--- src/rtl/mem_seq_arbiter.sv ---
// mem_seq_arbiter
// Sequences a single-cycle MIPS datapath onto one shared single-port memory
// bus. Instruction fetch and data access run as separate bus phases. The
// fetched word is held stable while the datapath works on it, and each
// instruction ends with exactly one cpu_en commit pulse.
//
// state  | meaning
// -------+-------------------------------------------------------------
// IDLE   | waiting for run, or for a step pulse
// FETCH  | bus read of the instruction word at inst_addr
// DECODE | datapath settles on inst_data; data request is sampled
// DATA   | bus load or store at dmem_addr
// COMMIT | one-cycle cpu_en; retired count advances
// FAULT  | sticky until reset; fault_code holds the cause
module mem_seq_arbiter #(
  parameter int ADDR_WIDTH     = 32,
  parameter int DATA_WIDTH     = 32,
  parameter int TIMEOUT_CYCLES = 255
) (
  input  logic                  clk,
  input  logic                  cpu_rst_n,
  input  logic                  run,
  input  logic                  step,
  input  logic [ADDR_WIDTH-1:0] inst_addr,
  output logic [DATA_WIDTH-1:0] inst_data,
  input  logic                  dmem_ren,
  input  logic                  dmem_wen,
  input  logic [ADDR_WIDTH-1:0] dmem_addr,
  input  logic [DATA_WIDTH-1:0] dmem_wdata,
  output logic [DATA_WIDTH-1:0] dmem_rdata,
  output logic                  cpu_en,
  output logic                  bus_req,
  output logic                  bus_we,
  output logic [ADDR_WIDTH-1:0] bus_addr,
  output logic [DATA_WIDTH-1:0] bus_wdata,
  input  logic [DATA_WIDTH-1:0] bus_rdata,
  input  logic                  bus_ack,
  output logic                  busy,
  output logic                  fault,
  output logic [1:0]            fault_code,
  output logic [31:0]           retired
);

  typedef enum logic [2:0] {
    S_IDLE   = 3'd0,
    S_FETCH  = 3'd1,
    S_DECODE = 3'd2,
    S_DATA   = 3'd3,
    S_COMMIT = 3'd4,
    S_FAULT  = 3'd5
  } state_t;

  localparam logic [1:0] FC_TIMEOUT  = 2'd1;
  localparam logic [1:0] FC_ALIGN    = 2'd2;
  localparam logic [1:0] FC_CONFLICT = 2'd3;
  localparam logic [7:0] TMO_LIMIT   = 8'(TIMEOUT_CYCLES);

  state_t                r_state;
  state_t                w_state_nxt;
  logic [1:0]            r_fault_code;
  logic [1:0]            w_fault_code_nxt;
  logic [7:0]            r_tmo_cnt;
  logic [7:0]            w_tmo_inc;
  logic                  w_tmo_hit;
  logic                  r_data_wr;
  logic [DATA_WIDTH-1:0] r_inst_data;
  logic [DATA_WIDTH-1:0] r_dmem_rdata;
  logic [31:0]           r_retired;
  logic                  w_inst_mis;
  logic                  w_data_mis;
  logic                  w_data_any;

  assign w_inst_mis = (inst_addr[1:0] != 2'b00);
  assign w_data_mis = (dmem_addr[1:0] != 2'b00);
  assign w_data_any = dmem_ren | dmem_wen;

  // The limit compares against the count after this cycle's increment, so a
  // phase gets exactly TIMEOUT_CYCLES ack-less edges before it faults.
  assign w_tmo_inc = r_tmo_cnt + 8'd1;
  assign w_tmo_hit = (w_tmo_inc == TMO_LIMIT);

  // State and fault-cause register.
  always_ff @(posedge clk or negedge cpu_rst_n) begin
    if (!cpu_rst_n) begin
      r_state      <= S_IDLE;
      r_fault_code <= 2'd0;
    end else begin
      r_state      <= w_state_nxt;
      r_fault_code <= w_fault_code_nxt;
    end
  end

  // Next-state decode and bus/commit outputs, all derived from the state.
  always_comb begin
    w_state_nxt      = r_state;
    w_fault_code_nxt = r_fault_code;
    bus_req          = 1'b0;
    bus_we           = 1'b0;
    bus_addr         = '0;
    bus_wdata        = '0;
    cpu_en           = 1'b0;
    case (r_state)
      S_IDLE: begin
        if (run || step) w_state_nxt = S_FETCH;
      end
      S_FETCH: begin
        // A misaligned PC is never put on the bus.
        bus_req  = ~w_inst_mis;
        bus_addr = {inst_addr[ADDR_WIDTH-1:2], 2'b00};
        if (w_inst_mis) begin
          w_state_nxt      = S_FAULT;
          w_fault_code_nxt = FC_ALIGN;
        end else if (bus_ack) begin
          w_state_nxt = S_DECODE;
        end else if (w_tmo_hit) begin
          w_state_nxt      = S_FAULT;
          w_fault_code_nxt = FC_TIMEOUT;
        end
      end
      S_DECODE: begin
        if (dmem_ren && dmem_wen) begin
          w_state_nxt      = S_FAULT;
          w_fault_code_nxt = FC_CONFLICT;
        end else if (w_data_any && w_data_mis) begin
          w_state_nxt      = S_FAULT;
          w_fault_code_nxt = FC_ALIGN;
        end else if (w_data_any) begin
          w_state_nxt = S_DATA;
        end else begin
          w_state_nxt = S_COMMIT;
        end
      end
      S_DATA: begin
        bus_req   = 1'b1;
        bus_we    = r_data_wr;
        bus_addr  = {dmem_addr[ADDR_WIDTH-1:2], 2'b00};
        bus_wdata = dmem_wdata;
        if (bus_ack) begin
          w_state_nxt = S_COMMIT;
        end else if (w_tmo_hit) begin
          w_state_nxt      = S_FAULT;
          w_fault_code_nxt = FC_TIMEOUT;
        end
      end
      S_COMMIT: begin
        cpu_en      = 1'b1;
        w_state_nxt = run ? S_FETCH : S_IDLE;
      end
      S_FAULT: begin
        w_state_nxt = S_FAULT;
      end
      default: begin
        w_state_nxt = S_IDLE;
      end
    endcase
  end

  // Ack-wait counter: restarts on every state change, counts while waiting.
  always_ff @(posedge clk or negedge cpu_rst_n) begin
    if (!cpu_rst_n) begin
      r_tmo_cnt <= 8'd0;
    end else if (r_state != w_state_nxt) begin
      r_tmo_cnt <= 8'd0;
    end else if ((r_state == S_FETCH) || (r_state == S_DATA)) begin
      r_tmo_cnt <= w_tmo_inc;
    end
  end

  // Direction of the data phase is frozen when DECODE hands over to DATA.
  always_ff @(posedge clk or negedge cpu_rst_n) begin
    if (!cpu_rst_n) begin
      r_data_wr <= 1'b0;
    end else if (r_state == S_DECODE) begin
      r_data_wr <= dmem_wen;
    end
  end

  // Instruction and load-data holding latches.
  always_ff @(posedge clk or negedge cpu_rst_n) begin
    if (!cpu_rst_n) begin
      r_inst_data  <= '0;
      r_dmem_rdata <= '0;
    end else begin
      if ((r_state == S_FETCH) && bus_ack && !w_inst_mis) r_inst_data <= bus_rdata;
      if ((r_state == S_DATA) && bus_ack && !r_data_wr) r_dmem_rdata <= bus_rdata;
    end
  end

  // Retired-instruction counter, wraps naturally.
  always_ff @(posedge clk or negedge cpu_rst_n) begin
    if (!cpu_rst_n) begin
      r_retired <= 32'd0;
    end else if (r_state == S_COMMIT) begin
      r_retired <= r_retired + 32'd1;
    end
  end

  assign inst_data  = r_inst_data;
  assign dmem_rdata = r_dmem_rdata;
  assign retired    = r_retired;
  assign fault      = (r_state == S_FAULT);
  assign fault_code = r_fault_code;
  assign busy       = (r_state != S_IDLE) && (r_state != S_FAULT);

endmodule

--- config.mk ---
export PLATFORM = sky130hd
export DESIGN_NAME = mem_seq_arbiter
export DESIGN_NICKNAME = d
export VERILOG_FILES = /design/src/rtl/mem_seq_arbiter.sv
export SDC_FILE = /design/constraint.sdc
export NUM_CORES = 1
export LEC_CHECK = 0
export ABC_AREA = 1
export BUFFER_PORTS_ARGS = -buffer_cell sky130_fd_sc_hd__buf_2
export CAP_MARGIN = 20
export CORE_MARGIN = 5
export CORE_UTILIZATION = 45
export DETAILED_ROUTE_END_ITERATION = 12
export PLACE_DENSITY = 0.81
export SLEW_MARGIN = 0
export SYNTH_ARGS = -nofsm -noshare
export SYNTH_HDL_FRONTEND = slang
export SYNTH_SLANG_ARGS = --single-unit
--- constraint.sdc ---
create_clock -name clk -period 2.3 [get_ports clk]
set_clock_uncertainty 0.1 [all_clocks]
set_input_delay 0.23 -clock clk [delete_from_list [all_inputs] [get_ports clk]]
set_output_delay 0.23 -clock clk [all_outputs]
set_load 0.005 [all_outputs]
After elaboration in Yosys (flattened, before gate mapping)
Cells that the tools add are included.
Storage, ports and cells
  register bits: 110
  word-level logic and storage cells: 61
Operators by class
  $add $sub $neg: 2
  eq/ne operators: 9
  mux-type cells: 23
  bitwise operators: 2
  reductions and logical operators: 18
Operators by type and width (number)
  $pmux 32 s2: 1
  $add 32x1->32 const B: 1
  $mux 32: 1
  $mux 3: 8
  $pmux 3 s6: 1
  $mux 8: 2
  $mux 2: 5
  $add 8x1->8 const B: 1
  $eq 8x8->1 const B: 1
  $logic_and 1x1->1: 7
  $eq 3x2->1 const B: 2
  $eq 3x3->1 const B: 2
  $ne 3x3->1 const B: 2
  $pmux 2 s3: 1
  $reduce_bool 2->1: 3
  $reduce_bool 3->1: 2
  $eq 3x1->1 const B: 1
  $logic_not 3->1: 1
  $mux 1: 3
  $ne 3x3->1: 1
  $logic_not 1->1: 2
  $logic_or 1x1->1: 2
  $pmux 1 s2: 1
  $reduce_and 2->1: 1
  2 further kinds: 2

Longest topological paths before layout
  word-level depth: 8
  mapped depth: 12
  gate-level depth less buffers: 12

Worst setup path after synthesis
OpenSTA, ideal clock, no wires.
  kind: register to register
  start: reg r_state[0]
  end: reg r_retired[27] (netlist: retired[27])
  setup time: 124 ps
  arrival time: 1473 ps
  required time: 2076 ps
  slack: 603 ps
  cell stages (with the launch flop): 10
  buffers on the path: 0
  clock period less this slack: 1697 ps
  cell sequence: dfrtp_1 > nor2_2 > nand2_4 > nor3_4 > nand3b_4 > nor2_4 > nand2_2 > nor2_4 > nand2_1 > xnor2_1
Between the ends
  word-level cells in the longest chain between the ends: 1
RTL lines
  start, declared: RTL line 58  | state_t r_state;
  start signal, assigned: RTL line 88  | r_state <= w_state_nxt;
  $eq 3x3->1: RTL line 193  | end else if (r_state == S_COMMIT) begin
  end signal, assigned: RTL line 194  | r_retired <= r_retired + 32'd1;
  end, declared: RTL line 68  | logic [31:0] r_retired;
Every way passes these cells.
A chain may end at the register's enable or synchronous reset.

Worst setup path in the final report
  start: reg r_state[2]
  end: out bus_addr[27]
Between the ends
  word-level cells in the longest chain between the ends: 2
  elaborated cells on any way between the ends: 3
  classes of those cells: eq/ne (2); mux (1)
RTL lines
  $eq 3x2->1 or $eq 3x1->1 (tied branches): RTL line 102  | case (r_state)
  $pmux 32 s2 (*): RTL line 102
  end, declared: RTL line 34  | output logic [ADDR_WIDTH-1:0] bus_addr,
Every way passes the cells marked *; elsewhere a longest branch is shown, timed or not.

==> flow_summary.toml <==
[outcome]
status = "finished, final reports clean"

[power_and_ir_drop]
power_density_nw_per_um2 = 914
post-layout-total-power_mw = 6.81
cellLeakagePower_nw = 4.37
pwr-share-comb = 0.366
irDropWorstVdd_v = 0.000562
clock_power_share = 0.216
power.switching_mw = 2.45
share_seq_of_total_power = 0.418
internal_power_mw = 4.36
power_switching_share = 0.359

[global_routing]
grt_start_max_net_pins = 79
globalRouteOverflowTotal = 0
initial_antenna_violation_count = 6
globalRouteTotalUtil = 0.222
grt_pass1_wl_mm = 25.8
vias_in_the_first_global_route = 5123

[logic_synthesis]
top_area_cells_in_the_synthesized_netlist = "sky130_fd_sc_hd__dfrtp_1, sky130_fd_sc_hd__nand2_1, sky130_fd_sc_hd__inv_1"
library_cell_with_the_highest_instance_count_after_synthesis = "sky130_fd_sc_hd__nand2_1"
synth-main-ff-cell = "sky130_fd_sc_hd__dfrtp_1"
synth_area_um2 = 5490
fraction_of_the_yosys_area_taken_by_sequential_cells = 0.501
syn_area_per_cell_um2 = 8.31
synth_edf_count = 0
area_fraction_of_the_dominant_cell_type_after_synthesis = 0.501
netlist.top_cell.by_area = "sky130_fd_sc_hd__dfrtp_1"
synth_cell_type_count = 37
ys_warn_count = 0
synthesis.instances = 661
async_reset_ff_frac = 1.00
synth-seq-cells = 110
synthTopCellsByCount = "sky130_fd_sc_hd__nand2_1, sky130_fd_sc_hd__dfrtp_1, sky130_fd_sc_hd__inv_1, sky130_fd_sc_hd__nor2_1, sky130_fd_sc_hd__o21ai_0"

[drt]
routed_wl_mm = 16.8
m1WireLength_mm = 6.39
number_of_vias_after_detailed_routing = 5382
topRoutingLayerUsed = "met5"
first_pass_iters = 4
route.detailed.drc = 0
wl_per_cell_um = 15.2
dr_wl_met3_mm = 1.45
ant_nets = 0
initialDrtViolationCount = 250
vias_per_cell = 4.86
met2_wirelength_mm = 8.50

[timing]
max_freq_ghz = 0.462
final-max-slew-violation-count = 0
tightestPinTransition_ns = 0.955
rsz_0062_raised_after_global_routing = "false"
finalWorstPathRequiredPeriod_ns = 2.16
period_share = 0.941
timing_hold_violations_final = 0
setup_viols_final = 0
max_slew_margin = 0.363
setup_tns_ns = 0

[setup_path]
critPathArrivalTime_ns = 1.83
path_max_fanout = 30
length_in_cells_of_the_worst_reg_to_reg_path = 7
cp.required_ns = 1.97
r2r_start = "r_state[0]$_DFF_PN0_"
setup.reg_to_reg.worst_slack_ns = 0.23
criticalPathCategory = "reg -> out"
setup.worst_path.start_class = "register"
cp-endpoint = "bus_addr[27]"
rr_endpoint = "r_tmo_cnt[7]$_DFFE_PN0P_"
worst_setup_path_startpoint = "r_state[2]$_DFF_PN0_"
timing.critical_path.to_type = "output port"

[placement]
placed_cell_area_um2 = 7130
gp_congestion = 0.922
post-dp-hpwl_mm = 13.5
portBuffers = 299

[clock_tree]
cts_max_path_buffers = 2
tritoncts_clock_tree = "built"
cts_buffers = 9
clock_tree.htree_level_count = 3
clock_latency_ns = 0.34
cts.root.buffer_cell = "sky130_fd_sc_hd__clkbuf_16"
clk_transition_reported_paths_ns = 0.07
numClockSinks = 110

[worst_hold_path]
whs_path_depth = 3
min-delay-path-class = "in -> reg"
worstHoldStart = "bus_rdata[15]"

[die]
initial_core_utilization = 0.457
placeableCoreArea_um2 = 12000
chipHeight_um = 120
dieArea_um2 = 14500
dieWidth_um = 120
std_cell_rows = 40
io-pin-count = 302

[final_layout]
fillerInstances = 1071
design.final.nets = 1091
stdcell_area_um2 = 7440
syn_to_final_growth_pct = 35.5
ratio_of_cells_with_drive_above_1_in_the_final_layout = 0.359

[job]
drv.max_cap_violation_count = 0
==> layout make-up <==
class	count	area (µm²)	share of cell area
inverter	103	389	0.0523
timing repair buffer	305	1580	0.213
sequential	110	2750	0.370
tap	147	184	0.0247
multi-input combinational	424	2240	0.301
antenna	3	7.51	0.00101
clock buffer	10	239	0.0321
clock inverter	6	45.0	0.00605
==> worst max-delay path, cell delays in order, from the launching register on <==
cell	delay, ns
sky130_fd_sc_hd__dfrtp_1	0.48
sky130_fd_sc_hd__nor2_4	0.27
sky130_fd_sc_hd__nand2_2	0.12
sky130_fd_sc_hd__inv_1	0.11
sky130_fd_sc_hd__buf_12	0.18
sky130_fd_sc_hd__a22o_1	0.20
sky130_fd_sc_hd__buf_2	0.13
==> placed cells by master (no fill, tap or decap), drive strengths merged, types with 16 or more instances in the layout <==
cell type,instances
buf,304
inv,104
dfrtp,110
xor2,17
nor2,85
nand2,142
a22o,30
o21ai,78
nand3,16
==> power by group through the flow <==
stage | logic (mW) | clock network (mW) | registers, mW
3_3_place_gp | 2.48 | 0 | 2.86
4_1_cts | 2.53 | 1.50 | 2.84
6_report | 2.49 | 1.47 | 2.85
5_1_grt | 2.82 | 1.56 | 2.92
3_5_place_dp | 2.53 | 0 | 2.86
2_1_floorplan | 1.31 | 0 | 2.86
==> cell families (layout without fill, tap and decap cells) <==
kind of cell / after synthesis / in the layout / synth area share
AOI/OAI and AO/OA: 111 / 111 / 0.123
adders and majority gates: 3 / 3 / 0.00684
buffers and inverters: 128 / 424 / 0.0911
DFF: 110 / 110 / 0.501
xor gates and xnor gates: 31 / 31 / 0.0494
other: 1 / 5 / 0.000683
and+or+nand+nor: 277 / 277 / 0.228
==> flip-flops by register name (all words and copies together) (netlist names) <==
name / cells
r_tmo_cnt: 8
fault_code: 2
inst_data: 32
retired: 32
r_state: 3
r_data_wr: 1
dmem_rdata: 32
==> how the worst min path moves through the flow <==
| stage | endpoint | slack [ns] |
|---|---|---|
| 3_5_place_dp | retired[27]$_DFFE_PN0P_ | 0.19 |
| 6_report | inst_data[15]$_DFFE_PN0P_ | 0.04 |
| 2_1_floorplan | dmem_rdata[0]$_DFFE_PN0P_ | -0.17 |
| 5_1_grt | inst_data[15]$_DFFE_PN0P_ | 0.04 |
| 4_1_cts | inst_data[17]$_DFFE_PN0P_ | 0.03 |
| 3_3_place_gp | retired[27]$_DFFE_PN0P_ | 0.19 |
==> what timing repair did <==
| item | in CTS | in global routing |
|---|---|---|
| setup buffers | 0 | 0 |
| endpoints found under the setup margin | 1 | 30 |
| hold buffers | 1 | 0 |
| gates resized for setup | 1 | 3 |
| endpoints found under the hold margin | 110 | 0 |
==> through the flow <==
stage / utilization / instances / hold slack (ns) / setup WS (ns)
2_1_floorplan: - / 662 / -0.166 / 0.603
3_3_place_gp: 0.593 / 1088 / 0.191 / 0.253
3_5_place_dp: 0.593 / 1088 / 0.191 / 0.190
4_1_cts: 0.618 / 1105 / 0.0253 / 0.000137
5_1_grt: 0.620 / 1108 / 0.0391 / 0.00733
6_report: 0.620 / 1108 / 0.0379 / 0.135
==> routing by layer <==
layer,global-route usage,vias to the layer above
met5,0,-
met4,0.0892,4
met3,0.0543,30
met2,0.387,223
met1,0.264,2452
li1,-,2673
No activity file was read; power rests on OpenSTA's default activity.
